**src/rtl/tl_ul_pkg.sv**
```systemverilog
// -----------------------------------------------------------------------------
// tl_ul_pkg
// Shared TileLink-UL definitions for the channel buffer slice:
//   - bus width constants
//   - A/D channel opcode encodings
//   - packed A-channel and D-channel beat structs used as FIFO payloads
// -----------------------------------------------------------------------------
package tl_ul_pkg;

  localparam int TL_AW     = 30;
  localparam int TL_DW     = 32;
  localparam int TL_SRCW   = 7;
  localparam int TL_SZW    = 3;
  localparam int TL_MASKW  = 4;
  localparam int TL_OPW    = 3;
  localparam int TL_APARW  = 3;
  localparam int TL_DPARW  = 2;
  localparam int TL_SINKW  = 1;

  // A-channel opcodes
  localparam logic [TL_OPW-1:0] PutFull       = 3'd0;
  localparam logic [TL_OPW-1:0] PutPartial    = 3'd1;
  localparam logic [TL_OPW-1:0] Get           = 3'd4;
  // D-channel opcodes
  localparam logic [TL_OPW-1:0] AccessAck     = 3'd0;
  localparam logic [TL_OPW-1:0] AccessAckData = 3'd1;

  typedef struct packed {
    logic [TL_OPW-1:0]   opcode;
    logic [TL_APARW-1:0] param;
    logic [TL_SZW-1:0]   size;
    logic [TL_SRCW-1:0]  source;
    logic [TL_AW-1:0]    address;
    logic [TL_MASKW-1:0] mask;
    logic [TL_DW-1:0]    data;
    logic                corrupt;
  } tl_a_t;

  typedef struct packed {
    logic [TL_OPW-1:0]   opcode;
    logic [TL_DPARW-1:0] param;
    logic [TL_SZW-1:0]   size;
    logic [TL_SRCW-1:0]  source;
    logic [TL_SINKW-1:0] sink;
    logic                denied;
    logic [TL_DW-1:0]    data;
    logic                corrupt;
  } tl_d_t;

endpackage

```
**src/rtl/tl_ul_fifo.sv**
```systemverilog
// -----------------------------------------------------------------------------
// tl_ul_fifo
// Generic circular FIFO with valid/ready on both sides. Ready and valid depend
// only on the registered occupancy count (plus the reset pin), so no
// combinational path exists from enqueue side to dequeue side or back.
// A beat written at edge N is visible at o_deq_* in cycle N+1 (no flow-through).
// Ports:
//   i_clock, i_rst_n                 clock, async active-low reset
//   i_enq_valid/o_enq_ready/i_enq_data   write side
//   o_deq_valid/i_deq_ready/o_deq_data   read side
//   o_empty                          occupancy is zero
// -----------------------------------------------------------------------------
module tl_ul_fifo #(
  parameter int DEPTH = 2,
  parameter int WIDTH = 8
) (
  input  logic             i_clock,
  input  logic             i_rst_n,
  input  logic             i_enq_valid,
  output logic             o_enq_ready,
  input  logic [WIDTH-1:0] i_enq_data,
  output logic             o_deq_valid,
  input  logic             i_deq_ready,
  output logic [WIDTH-1:0] o_deq_data,
  output logic             o_empty
);

  localparam int PW = $clog2(DEPTH);
  localparam int CW = PW + 1;
  localparam logic [CW-1:0] COUNT_FULL = CW'(DEPTH);
  localparam logic [CW-1:0] COUNT_ZERO = CW'(0);
  localparam logic [CW-1:0] COUNT_ONE  = CW'(1);
  localparam logic [PW-1:0] PTR_ONE    = PW'(1);

  logic [WIDTH-1:0] r_mem [DEPTH];
  logic [PW-1:0]    r_rd_ptr;
  logic [PW-1:0]    r_wr_ptr;
  logic [CW-1:0]    r_count;
  logic             w_enq;
  logic             w_deq;

  // Ready is held low while reset is asserted, then rises straight from count==0.
  assign o_enq_ready = i_rst_n & (r_count != COUNT_FULL);
  assign o_deq_valid = (r_count != COUNT_ZERO);
  assign o_empty     = (r_count == COUNT_ZERO);
  assign o_deq_data  = r_mem[r_rd_ptr];

  assign w_enq = i_enq_valid & o_enq_ready;
  assign w_deq = o_deq_valid & i_deq_ready;

  // Pointer and occupancy state; pointers wrap naturally at DEPTH (power of two).
  always_ff @(posedge i_clock or negedge i_rst_n) begin
    if (!i_rst_n) begin
      r_rd_ptr <= '0;
      r_wr_ptr <= '0;
      r_count  <= '0;
    end else begin
      if (w_enq) begin
        r_wr_ptr <= r_wr_ptr + PTR_ONE;
      end
      if (w_deq) begin
        r_rd_ptr <= r_rd_ptr + PTR_ONE;
      end
      case ({w_enq, w_deq})
        2'b10:   r_count <= r_count + COUNT_ONE;
        2'b01:   r_count <= r_count - COUNT_ONE;
        default: r_count <= r_count;
      endcase
    end
  end

  // Payload storage; intentionally not reset, contents are ignored while empty.
  always_ff @(posedge i_clock) begin
    if (w_enq) begin
      r_mem[r_wr_ptr] <= i_enq_data;
    end
  end

endmodule

```
**src/rtl/tl_ul_channel_buffer.sv**
```systemverilog
// -----------------------------------------------------------------------------
// tl_ul_channel_buffer
// Registered TileLink-UL buffer stage between the master-side crossbar (in_*)
// and the pass-through adapter (out_*). A requests flow in_a -> out_a, D
// responses flow out_d -> in_d, each through its own FIFO.
// Ports:
//   clock, reset                 clock, async active-low reset
//   in_a_*  / out_a_*            A channel, master side / adapter side
//   out_d_* / in_d_*             D channel, adapter side / master side
//   idle                         both FIFOs empty
// -----------------------------------------------------------------------------
module tl_ul_channel_buffer
  import tl_ul_pkg::*;
#(
  parameter int A_DEPTH = 2,
  parameter int D_DEPTH = 2
) (
  input  logic                clock,
  input  logic                reset,

  input  logic                in_a_valid,
  output logic                in_a_ready,
  input  logic [TL_OPW-1:0]   in_a_opcode,
  input  logic [TL_APARW-1:0] in_a_param,
  input  logic [TL_SZW-1:0]   in_a_size,
  input  logic [TL_SRCW-1:0]  in_a_source,
  input  logic [TL_AW-1:0]    in_a_address,
  input  logic [TL_MASKW-1:0] in_a_mask,
  input  logic [TL_DW-1:0]    in_a_data,
  input  logic                in_a_corrupt,

  output logic                out_a_valid,
  input  logic                out_a_ready,
  output logic [TL_OPW-1:0]   out_a_opcode,
  output logic [TL_APARW-1:0] out_a_param,
  output logic [TL_SZW-1:0]   out_a_size,
  output logic [TL_SRCW-1:0]  out_a_source,
  output logic [TL_AW-1:0]    out_a_address,
  output logic [TL_MASKW-1:0] out_a_mask,
  output logic [TL_DW-1:0]    out_a_data,
  output logic                out_a_corrupt,

  input  logic                out_d_valid,
  output logic                out_d_ready,
  input  logic [TL_OPW-1:0]   out_d_opcode,
  input  logic [TL_DPARW-1:0] out_d_param,
  input  logic [TL_SZW-1:0]   out_d_size,
  input  logic [TL_SRCW-1:0]  out_d_source,
  input  logic [TL_SINKW-1:0] out_d_sink,
  input  logic                out_d_denied,
  input  logic [TL_DW-1:0]    out_d_data,
  input  logic                out_d_corrupt,

  output logic                in_d_valid,
  input  logic                in_d_ready,
  output logic [TL_OPW-1:0]   in_d_opcode,
  output logic [TL_DPARW-1:0] in_d_param,
  output logic [TL_SZW-1:0]   in_d_size,
  output logic [TL_SRCW-1:0]  in_d_source,
  output logic [TL_SINKW-1:0] in_d_sink,
  output logic                in_d_denied,
  output logic [TL_DW-1:0]    in_d_data,
  output logic                in_d_corrupt,

  output logic                idle
);

  tl_a_t w_a_enq;
  tl_a_t w_a_deq;
  tl_d_t w_d_enq;
  tl_d_t w_d_deq;
  logic  w_a_empty;
  logic  w_d_empty;

  assign w_a_enq.opcode  = in_a_opcode;
  assign w_a_enq.param   = in_a_param;
  assign w_a_enq.size    = in_a_size;
  assign w_a_enq.source  = in_a_source;
  assign w_a_enq.address = in_a_address;
  assign w_a_enq.mask    = in_a_mask;
  assign w_a_enq.data    = in_a_data;
  assign w_a_enq.corrupt = in_a_corrupt;

  assign out_a_opcode  = w_a_deq.opcode;
  assign out_a_param   = w_a_deq.param;
  assign out_a_size    = w_a_deq.size;
  assign out_a_source  = w_a_deq.source;
  assign out_a_address = w_a_deq.address;
  assign out_a_mask    = w_a_deq.mask;
  assign out_a_data    = w_a_deq.data;
  assign out_a_corrupt = w_a_deq.corrupt;

  assign w_d_enq.opcode  = out_d_opcode;
  assign w_d_enq.param   = out_d_param;
  assign w_d_enq.size    = out_d_size;
  assign w_d_enq.source  = out_d_source;
  assign w_d_enq.sink    = out_d_sink;
  assign w_d_enq.denied  = out_d_denied;
  assign w_d_enq.data    = out_d_data;
  assign w_d_enq.corrupt = out_d_corrupt;

  assign in_d_opcode  = w_d_deq.opcode;
  assign in_d_param   = w_d_deq.param;
  assign in_d_size    = w_d_deq.size;
  assign in_d_source  = w_d_deq.source;
  assign in_d_sink    = w_d_deq.sink;
  assign in_d_denied  = w_d_deq.denied;
  assign in_d_data    = w_d_deq.data;
  assign in_d_corrupt = w_d_deq.corrupt;

  tl_ul_fifo #(
    .DEPTH (A_DEPTH),
    .WIDTH ($bits(tl_a_t))
  ) u_a_fifo (
    .i_clock     (clock),
    .i_rst_n     (reset),
    .i_enq_valid (in_a_valid),
    .o_enq_ready (in_a_ready),
    .i_enq_data  (w_a_enq),
    .o_deq_valid (out_a_valid),
    .i_deq_ready (out_a_ready),
    .o_deq_data  (w_a_deq),
    .o_empty     (w_a_empty)
  );

  tl_ul_fifo #(
    .DEPTH (D_DEPTH),
    .WIDTH ($bits(tl_d_t))
  ) u_d_fifo (
    .i_clock     (clock),
    .i_rst_n     (reset),
    .i_enq_valid (out_d_valid),
    .o_enq_ready (out_d_ready),
    .i_enq_data  (w_d_enq),
    .o_deq_valid (in_d_valid),
    .i_deq_ready (in_d_ready),
    .o_deq_data  (w_d_deq),
    .o_empty     (w_d_empty)
  );

  assign idle = w_a_empty & w_d_empty;

endmodule

```
**config.mk**
```make
export PLATFORM = sky130hd
export DESIGN_NAME = tl_ul_channel_buffer
export DESIGN_NICKNAME = d
export VERILOG_FILES = /design/src/rtl/tl_ul_pkg.sv /design/src/rtl/tl_ul_fifo.sv /design/src/rtl/tl_ul_channel_buffer.sv
export SDC_FILE = /design/constraint.sdc
export NUM_CORES = 1
export LEC_CHECK = 0
export BUFFER_PORTS_ARGS = -buffer_cell sky130_fd_sc_hd__buf_2
export CAP_MARGIN = 20
export CELL_PAD_IN_SITES_DETAIL_PLACEMENT = 2
export CELL_PAD_IN_SITES_GLOBAL_PLACEMENT = 2
export CORE_MARGIN = 2
export CORE_UTILIZATION = 38
export CTS_CLUSTER_SIZE = 14
export DETAILED_ROUTE_END_ITERATION = 6
export PLACE_DENSITY = 0.84
export REMOVE_ABC_BUFFERS = 1
export SLEW_MARGIN = 20
export SYNTH_ARGS = -nofsm -noshare
export SYNTH_HDL_FRONTEND = slang
export SYNTH_SLANG_ARGS = --single-unit
```
**constraint.sdc**
```tcl
create_clock -name clock -period 6.7 [get_ports clock]
set_clock_uncertainty 0.05 [all_clocks]
set_input_delay 1.34 -clock clock [delete_from_list [all_inputs] [get_ports clock]]
set_output_delay 1.34 -clock clock [all_outputs]
set_load 0.01 [all_outputs]
```
==> reports/qor.yml <==
power_and_ir_drop:
  p_int_w: 0.003668
  finalPower_w: 0.005151
  switching_share_pct: 28.79
  p_clk_share_pct: 28.1
  pwr-share-seq_pct: 44.5
  peakVddDrop_mv: 0.2507
  leakage_nw: 4.922
  p_per_area_nw_per_um2: 400.5
  switching_power_w: 0.001483
  combinationalPowerShare_pct: 27.4
logic_synthesis:
  synth.avg_cell_area_um2: 22.67
  synth_edf_count: 266
  synth_area_um2: 10270
  ys_types: 15
  synth_top_area_cell: "edfxtp_1"
  synth.most_common_cell: "edfxtp_1"
  ys_async_sr_fraction_pct: 2.920
  synthTopCellsByArea: "edfxtp_1 (78%), mux2_4 (8.8%), mux2_2 (8.0%)"
  synthCells: 453
  yosys.area.top_type_share_pct: 77.80
  yosysSeqAreaShare_pct: 79.75
  synth-seq-cells: 274
  ys.warnings.count: 0
  synthFlopType: "edfxtp_1"
  ys_top_cells_by_count: "edfxtp_1 (266), mux2_2 (73), mux2_4 (60)"
clocking:
  post_cts_buffers: 0
  root_buffer: "clkbuf_16"
  ctsLongestPathBuffers: 3
  clk_pin_slew_worst_paths_ns: 0.06
  h-tree-depth: 1
  worstSkewPairLatency_ns: 0.54
  holdBufCountCts: 0
  numCtsBuffers: 29
  cts.repair.resized: 0
  cts_tree: "yes"
  cts.sinks: 274
sta:
  slew_viol_final: 0
  worst_pin_slew_ns: 0.8963
  rsz0062_at_grt: "false"
  fin_crit_sh_pct: 62.31
  fmaxAchievable_ghz: 0.2395
  finalSetupViolCount: 0
  finalSetupTns_ns: 0
  fin_crit_ns: 4.175
  final-hold-violation-count: 0
  relSlewSlack_pct: 40.25
critical_path:
  path_class: "flip-flop to output pin"
  slowest_stage: "dfrtp_4"
  startpoint_type: "flip-flop"
  critPathCaptureType: "output pin"
  cp.arrival_ns: 2.78
  worstPathRequired_ns: 5.31
  cp_cell_sequence: "buf_4 -> mux2_2 -> buf_2"
  critPathMaxStageDelay_ns: 0.95
  cp_max_fo: 46
die:
  core-area_um2: 26730
  die_h_um: 168.4
  fp-row-count: 60
  start_util_pct: 38.42
  ios: 277
  die_w_um: 168.4
  dieArea_um2: 28350
global_routing:
  grt_max_degree: 65
  antenna_found_initial: 11
  gr-total-overflow: 0
  track_usage_pct: 17.69
  grt_pass1_wl_um: 37640
  grt_pass1_vias: 6025
drt:
  avgRoutedWirePerCell_um: 22.79
  wl_um: 25480
  drtIter0Drc: 221
  vias: 5342
  drc: 0
  ant_nets: 0
  drt-vias-per-instance: 4.778
  first_pass_iters: 5
placed_design:
  gp_congestion: 0.7185
  portBuffers: 276
  dp_hpwl_um: 17760
layout:
  area_growth_pct: 25.29
  fillers: 2460
  layout.nets: 892
  drive_above_1_share_pct: 59.01
min_path:
  holdCritPathClass: "flip-flop to flip-flop"
job:
  drv_cap: 0
outcome:
  status: "finished, final reports clean"
power by group through the flow:
stage               Combinational, W  Clock [W]  Sequential, W
floorplan                   0.000870          0        0.00237
CTS                          0.00144    0.00150        0.00230
global route                 0.00152    0.00155        0.00232
global placement             0.00139          0        0.00230
finish                       0.00141    0.00145        0.00229
detailed placement           0.00142          0        0.00233
placed cells by master (no fill, tap or decap), types with 3 or more instances in the layout:
| cell type | instances |
|---|---|
| dfrtp_1 | 6 |
| mux2_2 | 73 |
| buf_2 | 276 |
| buf_4 | 6 |
| clkbuf_16 | 29 |
| xor2_1 | 4 |
| clkbuf_1 | 9 |
| nor2_4 | 4 |
| clkinv_2 | 3 |
| edfxtp_1 | 266 |
| nor2_1 | 3 |
| xnor2_1 | 6 |
| mux2_4 | 60 |
| diode_2 | 6 |
| clkinv_1 | 8 |
| and2_1 | 4 |
worst max-delay path, delay by kind of cell (launching register included):
family	cells	cell delay, ns
muxes	1	0.42
buffers and inverters	2	0.83
DFF	1	0.95
metrics by stage:
stage	setup WS (ns)	hold slack, ns	instances	utilization [%]	area (um2)
6_report	2.525	0.4377	1118	48.13	12860
5_1_grt	2.403	0.4714	1112	48.08	12850
4_1_cts	2.460	0.4377	1112	48.08	12850
3_5_place_dp	2.844	0.4299	1061	44.92	12010
3_3_place_gp	2.943	0.4255	1061	44.92	12010
2_1_floorplan	1.157	0.4064	438	-	10120
final timing paths:
path                                     start                    end  slack [ns]  depth (start not counted)
setup / recovery             u_a_fifo.r_rd_ptr          out_a_data[5]        2.53                          3
hold / removal             u_d_fifo.r_count[1]    u_d_fifo.r_count[1]        0.44                          1
setup reg to reg           u_a_fifo.r_count[0]  u_a_fifo.r_mem[1][33]        3.98                          4
hold reg to reg            u_d_fifo.r_count[1]    u_d_fifo.r_count[1]        0.44                          1
max in group asynchronous                reset      u_a_fifo.r_rd_ptr        5.77                          1
min in group asynchronous                reset    u_d_fifo.r_count[1]        0.61                          1
cell type report:
cell class                      count  area, um2  area share, %
Sequential cell                   274       8193          63.69
Timing Repair Buffer              282       1426          11.09
Tap cell                          341      426.7          3.317
Multi-Input combinational cell    162       1952          15.17
Clock buffer                       38      759.5          5.904
Clock inverter                     13      83.83         0.6517
Inverter                            2      7.507        0.05836
Antenna cell                        6      15.01         0.1167
cell families (layout without fill, tap and decap cells):
logic type | Yosys count | count (layout) | share of synthesized area [%]
flip-flops | 274 | 274 | 79.75
adder cells (fa/ha/maj) | 2 | 2 | 0.2437
buffers and inverters | 17 | 335 | 1.535
other | 0 | 6 | 0
XOR/XNOR | 10 | 10 | 0.8530
AND/OR/NAND/NOR | 17 | 17 | 0.8408
multiplexers | 133 | 133 | 16.78
state kept, by name (all words and copies together), names as in the netlist:
register,flops
u_a_fifo.r_rd_ptr,1
u_d_fifo.r_rd_ptr,1
u_d_fifo.r_count,2
u_a_fifo.r_mem,166
u_a_fifo.r_wr_ptr,1
u_d_fifo.r_wr_ptr,1
u_d_fifo.r_mem,100
u_a_fifo.r_count,2
routing by layer:
layer	GRT usage [%]	wire, um
met5	0	112
met4	4.010	472
met3	7.922	2783
met2	32.06	12820
met1	18.92	9284
Note: power is estimated with default switching activity, not from simulation.
